$ cat src/rtl/gpc_stream_accum.sv
// Pipelined generalised parallel counter with valid/ready packet accumulator.
// Optional macro GPC_ACC_SAT_EN: saturate the accumulator instead of wrapping it.
module gpc_stream_accum #(
   parameter int H0    = 6,
   parameter int H1    = 0,
   parameter int H2    = 4,
   parameter int H3    = 1,
   parameter int ACC_W = 12,
   parameter int CNT_W = 8,
   localparam int SRC_W = H0 + H1 + H2 + H3,
   localparam int GPC_W = $clog2(H0 + 2*H1 + 4*H2 + 8*H3 + 1)
) (
   input  logic             clk,
   input  logic             rst_n,
   input  logic             in_valid,
   output logic             in_ready,
   input  logic             in_last,
   input  logic [SRC_W-1:0] src,
   output logic             out_valid,
   input  logic             out_ready,
   output logic [ACC_W-1:0] out_sum,
   output logic [CNT_W-1:0] out_beats,
   output logic             out_ovf
);

`ifdef GPC_ACC_SAT_EN
   localparam bit SAT_EN = 1'b1;
`else
   localparam bit SAT_EN = 1'b0;
`endif

   localparam int EXT_W = ((GPC_W > ACC_W) ? GPC_W : ACC_W) + 1;

   typedef enum logic {EMPTY, ACCUM} state_t;

   state_t             state, state_d;
   logic               s1_valid, s1_last, s1_adv, s1_fire;
   logic [GPC_W-1:0]   s1_sum;
   logic [ACC_W-1:0]   acc, acc_base, acc_next;
   logic [CNT_W-1:0]   cnt, cnt_next;
   logic               ovf, ovf_next, carry;
   logic [EXT_W-1:0]   total;

   // Column index of each packed source bit decides its weight (1 << column).
   function automatic logic [GPC_W-1:0] gpc_sum(input logic [SRC_W-1:0] bits);
      logic [GPC_W-1:0] s;
      int               col;
      s = '0;
      for (int i = 0; i < SRC_W; i++) begin
         if (i < H0)                col = 0;
         else if (i < H0 + H1)      col = 1;
         else if (i < H0 + H1 + H2) col = 2;
         else                       col = 3;
         if (bits[i]) s = s + GPC_W'(1 << col);
      end
      return s;
   endfunction

   function automatic logic [ACC_W-1:0] acc_limit(input logic [EXT_W-1:0] t);
      if (SAT_EN && (|t[EXT_W-1:ACC_W])) return '1;
      return t[ACC_W-1:0];
   endfunction

   function automatic logic [CNT_W-1:0] cnt_inc(input logic [CNT_W-1:0] c);
      if (c == '1) return c;
      return c + CNT_W'(1);
   endfunction

   assign s1_adv   = !(s1_last && out_valid && !out_ready);
   assign in_ready = !s1_valid || s1_adv;
   assign s1_fire  = s1_valid && s1_adv;

   assign acc_base = (state == ACCUM) ? acc : '0;
   assign total    = EXT_W'(acc_base) + EXT_W'(s1_sum);
   assign carry    = |total[EXT_W-1:ACC_W];
   assign acc_next = acc_limit(total);
   assign cnt_next = cnt_inc((state == ACCUM) ? cnt : '0);
   assign ovf_next = ((state == ACCUM) && ovf) || carry;

   // S1: column compression
   always_ff @(posedge clk or negedge rst_n) begin
      if (!rst_n) begin
         s1_valid <= 1'b0;
         s1_last  <= 1'b0;
      end else if (in_ready) begin
         s1_valid <= in_valid;
         s1_last  <= in_valid && in_last;
      end
   end

   always_ff @(posedge clk) begin
      if (in_ready && in_valid) s1_sum <= gpc_sum(src);
   end

   // S2: packet accumulation and result register
   always_ff @(posedge clk or negedge rst_n) begin
      if (!rst_n) state <= EMPTY;
      else        state <= state_d;
   end

   always_comb begin
      state_d = state;
      if (s1_fire) state_d = s1_last ? EMPTY : ACCUM;
   end

   always_ff @(posedge clk or negedge rst_n) begin
      if (!rst_n) begin
         acc       <= '0;
         cnt       <= '0;
         ovf       <= 1'b0;
         out_valid <= 1'b0;
         out_sum   <= '0;
         out_beats <= '0;
         out_ovf   <= 1'b0;
      end else begin
         if (out_valid && out_ready) out_valid <= 1'b0;
         if (s1_fire) begin
            if (s1_last) begin
               out_valid <= 1'b1;
               out_sum   <= acc_next;
               out_beats <= cnt_next;
               out_ovf   <= ovf_next;
               acc       <= '0;
               cnt       <= '0;
               ovf       <= 1'b0;
            end else begin
               acc <= acc_next;
               cnt <= cnt_next;
               ovf <= ovf_next;
            end
         end
      end
   end

endmodule

$ cat config.mk
export PLATFORM = sky130hd
export DESIGN_NAME = gpc_stream_accum
export DESIGN_NICKNAME = d
export VERILOG_FILES = /design/src/rtl/gpc_stream_accum.sv
export SDC_FILE = /design/constraint.sdc
export NUM_CORES = 1
export LEC_CHECK = 0
export ABC_AREA = 1
export BUFFER_PORTS_ARGS = -buffer_cell sky130_fd_sc_hd__buf_2
export CAP_MARGIN = 20
export CELL_PAD_IN_SITES_DETAIL_PLACEMENT = 1
export CELL_PAD_IN_SITES_GLOBAL_PLACEMENT = 1
export CORE_ASPECT_RATIO = 1.5
export CORE_MARGIN = 2
export CORE_UTILIZATION = 30
export CTS_BUF_LIST = sky130_fd_sc_hd__clkbuf_4 sky130_fd_sc_hd__clkbuf_8
export DETAILED_ROUTE_END_ITERATION = 6
export PLACE_DENSITY_LB_ADDON = 0.08
export SYNTH_ARGS = -nofsm -noshare
export SYNTH_HDL_FRONTEND = slang
export SYNTH_SLANG_ARGS = --single-unit
$ cat constraint.sdc
create_clock -name clk -period 2.5 [get_ports clk]
set_input_delay 0.125 -clock clk [delete_from_list [all_inputs] [get_ports clk]]
set_output_delay 0.125 -clock clk [all_outputs]
set_load 0.01 [all_outputs]
Yosys cells after proc, flatten, opt, wreduce, memory -nomap -nowiden
Index checks and enable logic that the tools add are counted.
{"block": "word_totals", "wordCells": 76, "regBits": 51, "output_inout_bits": 23, "input_bits": 16}
{"block": "classes", "n_shift": 3, "n_reduce_logical": 13, "n_mux": 36, "n_addsub": 12, "n_eq_ne": 1}
{"cell": "5-bit 2-to-1 mux", "count": 21}
{"cell": "32-bit 2-to-1 mux", "count": 3}
{"cell": "1-bit by 32-bit left shift with 5-bit output (first input constant)", "count": 3}
{"cell": "5-bit adder", "count": 10}
{"cell": "8-bit 2-to-1 mux", "count": 4}
{"cell": "12-bit 2-to-1 mux", "count": 2}
{"cell": "12-bit by 5-bit adder with 13-bit output", "count": 1}
{"cell": "8-bit by 1-bit adder with 8-bit output (second input constant)", "count": 1}
{"cell": "8-bit == test (second input constant)", "count": 1}
{"cell": "1-bit logical AND", "count": 7}
{"cell": "1-bit 2-to-1 mux", "count": 6}
{"cell": "1-bit logical NOT", "count": 3}
{"cell": "1-bit logical OR", "count": 2}
{"cell": "2-bit AND reduction", "count": 1}

Depth between registers and ports, before layout
{"block": "logic_depth", "depth_word": 38, "mapped_depth": 33, "depth_no_buf": 33}

Worst setup path after synthesis
No wires, ideal clock.
{"block": "synth_timing", "kind": "input to register", "from": "input port src[0]", "to": "register s1_sum[4] (data pin)", "arrival_ps": 4419, "path_slack_ps": -2171, "setup_ps": 252, "path_buffers": 0, "cell_stages": 32, "required_time_ps": 2248, "cell_sequence": "inv_1 ha_1 nand2_2 clkinv_1 nor2_1 ha_1 nand2_1 nand3_1 nand2_1 nor2_2 ha_1 nand2_1 nand2_1 nand2_2 inv_1 ha_1 or2_2 and2_1 ha_1 nand2_1 nand2_1 ha_1 or2_2 and2_1 ha_1 nand2_1 xnor2_1 xnor2_1 xor2_1 inv_1 nand2_1 nand2_1"}
{"block": "synth_via", "elab_chain_len": 31}
{"element": "start: declaration", "line": "18", "rtl": "input logic [SRC_W-1:0] src,"}
{"element": "5-bit 2-to-1 mux *", "line": "54", "rtl": "if (bits[i]) s = s + GPC_W'(1 << col);"}
{"element": "5-bit 2-to-1 mux *", "line": "92", "rtl": "if (in_ready && in_valid) s1_sum <= gpc_sum(src);"}
{"element": "5-bit adder", "line": "54"}
{"element": "5-bit 2-to-1 mux *", "line": "54"}
{"element": "5-bit 2-to-1 mux *", "line": "92"}
{"element": "5-bit adder", "line": "54"}
{"element": "5-bit 2-to-1 mux *", "line": "54"}
{"element": "5-bit 2-to-1 mux *", "line": "92"}
{"element": "[... 15 more ...]"}
{"element": "5-bit adder", "line": "54"}
{"element": "5-bit 2-to-1 mux *", "line": "54"}
{"element": "5-bit 2-to-1 mux *", "line": "92"}
{"element": "5-bit adder", "line": "54"}
{"element": "5-bit 2-to-1 mux *", "line": "54"}
{"element": "5-bit 2-to-1 mux *", "line": "92"}
{"element": "5-bit adder", "line": "54"}
{"element": "5-bit 2-to-1 mux *", "line": "54"}
{"element": "end signal: assignment", "line": "92"}
{"element": "end: declaration", "line": "38", "rtl": "logic [GPC_W-1:0] s1_sum;"}
Every way passes the cells marked *; elsewhere a longest branch is shown, timed or not. The select of a mux whose other input is x is not followed.
A chain may end at the register's enable or synchronous reset.

Worst setup path after layout
Same ends and word-level chain as after synthesis.

==> results.md <==
- Routed len/inst: 13.08 microns
- Clock Skew: ~0.0032 ns
- Reg2reg setup slack: between 0.2 and 0.3 ns
- Reg power frac: 0.410
- Clk sinks: 51
- Synth warn: 0
- Rows: 45
- Netlist cell types: 32
- Max Cap Violations: 0
- Die Area: ~11000 sq um
- Slowest stage delay, CP: around 0.28 ns
- Crit end category: flip-flop
- Max stage delay cell, worst path: ha_4
- Die height: ~130 microns
- Filler Cell Count: ~1200
- Synth Area in Compound Gates: 0.09341
- Tcrit/Tclk final: 1.597
- Routed vias: just under 3000
- Gr usage total: 0.1561
- Dpl ws: -2.124 ns
- H-tree depth: 2
- Reg2Reg Depth: 14
- Failing checks: setup timing
- Startpoint types: primary input
- Post-Synth Simple-Gate Area: 0.2717
- Initial DRC Count: 44
- Peak supply drop: approximately 230 uV
- Ys async rst share: 0.9020
- Clk buf depth: 2
- Mapped Cells: 396
- Grt ovf: 0
- Synth top area cells: dfrtp_1 37%, nand2_1 14%, ha_1 6.5%
- Combinational share of power: 0.404
- CP required: 2.58 ns
- Vias in the first global route: ~3100
- Initial antenna violation count: 0
- Routed Antenna Nets: 0
- CTS tree: done
- Starting Density: 0.3070
- CP most frequent cell: ha_4
- Clock Latency Late Sink: between 0.3 and 0.4 ns
- Layout area overhead: 41.85%
- Final Critical Period: roughly 4 ns
- Pin count of the biggest net entering global routing: 35
- Vias per cell: about 4.7
- Routed WL: 8121 microns
- P per Cell Area: between 500 and 600 nW/um^2
- Leakage power: between 0.002 and 0.0025 uW
- Post-Syn Area: approximately 3100 sq um
- Synth Area in XOR/XNOR: 0.06187
- Final Hold Viols: 0
- Root Driver: clkbuf_8
- Critical path fanouts, max: 4
- Sequential element share of the synthesized area: 0.4205
- Status: finished with violations
- Nets: around 540
- Sequential Area: approximately 1300 sq um
- Post-synth top area share: 0.3720
- HP Class: in2reg
- I/O pins: 39
- Largest family of logic cells by synthesized area: simple AND/OR/NAND/NOR gates
- Design area: ~4400 sq um
- Ant diodes: 0
- Switching Fraction: 0.3489
- Hold WS: just under 0.02 ns
- Worst slew pin tran: about 0.80 ns
- Max transition margin: 0.4629
- Clock power frac: 0.186
- Internal Power: around 1700 uW
- FMAX: 250.4 MHz
- Dominant cell type by area after synthesis: dfrtp_1
- Synth Area per Inst: 7.814 sq um
- Arrival @ worst endpoint: around 4.1 ns
- Final Setup Violations: 3
- Final worst setup slack: -1.493 ns
- Unrepaired setup endpoints after global routing: true
- Post-synth top cells: 119 x nand2_1, 53 x inv_1, 46 x dfrtp_1, 40 x o21ai_0
- Core region area: between 10000 and 15000 sq um
- Hold path start: in_last
- Primary FF master, synth: dfrtp_1
- Setup crit end: s1_sum[4]$_DFFE_PP_
- Worst R2R End: acc[8]$_DFFE_PN0P_
- Reg clk slew, reported paths: around 0.09 ns
- Post-placement cell area: around 3800 sq um
- Fin. max-slew vios: 0
- Post-DP HPWL: between 5000 and 6000 microns
- FF-to-FF Start: state$_DFFE_PN0P_
- Power, Total: roughly 2500 uW
- Post-synth EDFFs: 5
- 1st-pass router iterations: 4
- Die Wd: just under 90 microns
- Count leader, synth: nand2_1
- Layout cells sized above 1: 0.3829
- First-pass GRT wire length: between 10000 and 15000 microns
- Crit. Startpoint: src[0]
- Final weighted congestion in routability-driven placement: approximately 0.76
- I/O Buffers: 38
- Critical path class: in2reg
- Syn nets: ~430
- Post-synthesis adder-cell area fraction: 0.07117
- Synthesis-stage register bit count: ~50
- Multi-input logic area: approximately 1800 sq um
- CTS Buf Count: 5
- DRC Markers: 0
- Multiplexer area fraction after synthesis: 0
- Net Sw Power: 885.6 uW
==> placed cells by master (no fill, tap or decap), drive strengths merged <==
cell type / netlist / final
inv: 54 / 54
and2: 3 / 3
o21bai: 2 / 2
dfrtp: 46 / 46
buf: 3 / 109
ha: 16 / 16
dlygate4sd3: 0 / 1
clkinv: 2 / 4
nand2: 131 / 131
nor3: 3 / 3
nor2: 17 / 17
or2: 4 / 4
clkbuf: 7 / 6
xnor2: 9 / 9
xor2: 12 / 12
edfxtp: 5 / 5
nand4: 5 / 5
fa: 1 / 1
o22ai: 7 / 7
nand3: 23 / 23
a21oi: 4 / 4
o21ai: 42 / 42
==> critical path, delay by kind of cell <==
family        cells  cell delay [ns]
fa+ha+maj         7             1.50
buf+inv           5             0.30
simple gates     17             1.68
xor+xnor          3             0.44
==> timing repair <==
action                                  4_1_cts  5_1_grt
hold buffers                                  1        0
endpoints found under the setup margin        4       17
pin swaps                                    20       33
gates resized for setup                      30       34
endpoints found under the hold margin        20        0
buffers inserted                             21        6
==> power groups by stage <==
stage / Combinational [uW] / Clock [uW] / Sequential [uW]
after detailed placement: 865 / 0 / 1060
after global placement: 833 / 0 / 1050
after floorplan: 505 / 0 / 1060
after global routing: 1160 / 520 / 1060
after CTS: 956 / 502 / 1040
final: 1030 / 473 / 1040
==> worst min path at each step <==
stage | slack (ns) | endpoint | depth (start not counted)
2_1_floorplan | -0.17 | acc[0]$_DFFE_PN0P_ | 0
3_3_place_gp | 0.11 | out_beats[0]$_DFFE_PN0P_ | 1
3_5_place_dp | 0.11 | out_beats[0]$_DFFE_PN0P_ | 1
4_1_cts | 0.005 | s1_last$_DFFE_PN0N_ | 3
5_1_grt | 0.02 | s1_last$_DFFE_PN0N_ | 3
6_report | 0.02 | s1_last$_DFFE_PN0N_ | 3
==> through the flow <==
step                cells  utilization  setup TNS [ns]
finish                621       0.4355          -2.971
global route          621       0.4355          -3.456
CTS                   617       0.4199          -2.948
detailed placement    587       0.3820          -4.629
global placement      587       0.3820          -4.341
floorplan             396            -          -3.081
==> metal layers <==
metal / vias to the layer above / wire length, microns / track usage
li1: 1462 / - / -
met1: 1405 / 3308 / 0.1714
met2: 30 / 4543 / 0.2991
met3: 8 / 115 / 0.01732
met4: 0 / 153 / 0.05882
met5: - / 0 / 0
==> final cells by class <==
class	count	share of cell area
Multi-Input combinational cell	279	0.4205
Sequential cell	51	0.2968
Timing Repair Buffer	110	0.1773
Inverter	56	0.05302
Tap cell	117	0.03335
Clock buffer	6	0.01739
Clock inverter	2	0.001710
==> state kept, by name (all words and copies together) (netlist names) <==
register   cells
acc           12
out_sum       12
cnt            8
out_beats      8
s1_sum         5
out_ovf        1
out_valid      1
ovf            1
s1_last        1
s1_valid       1
state          1
==> cell families after synthesis <==
logic type,count (synthesis)
simple gates,186
buf+inv,66
compound gates,55
flops,51
xor+xnor,21
fa+ha+maj,17
No activity file was read; power rests on OpenSTA's default activity.
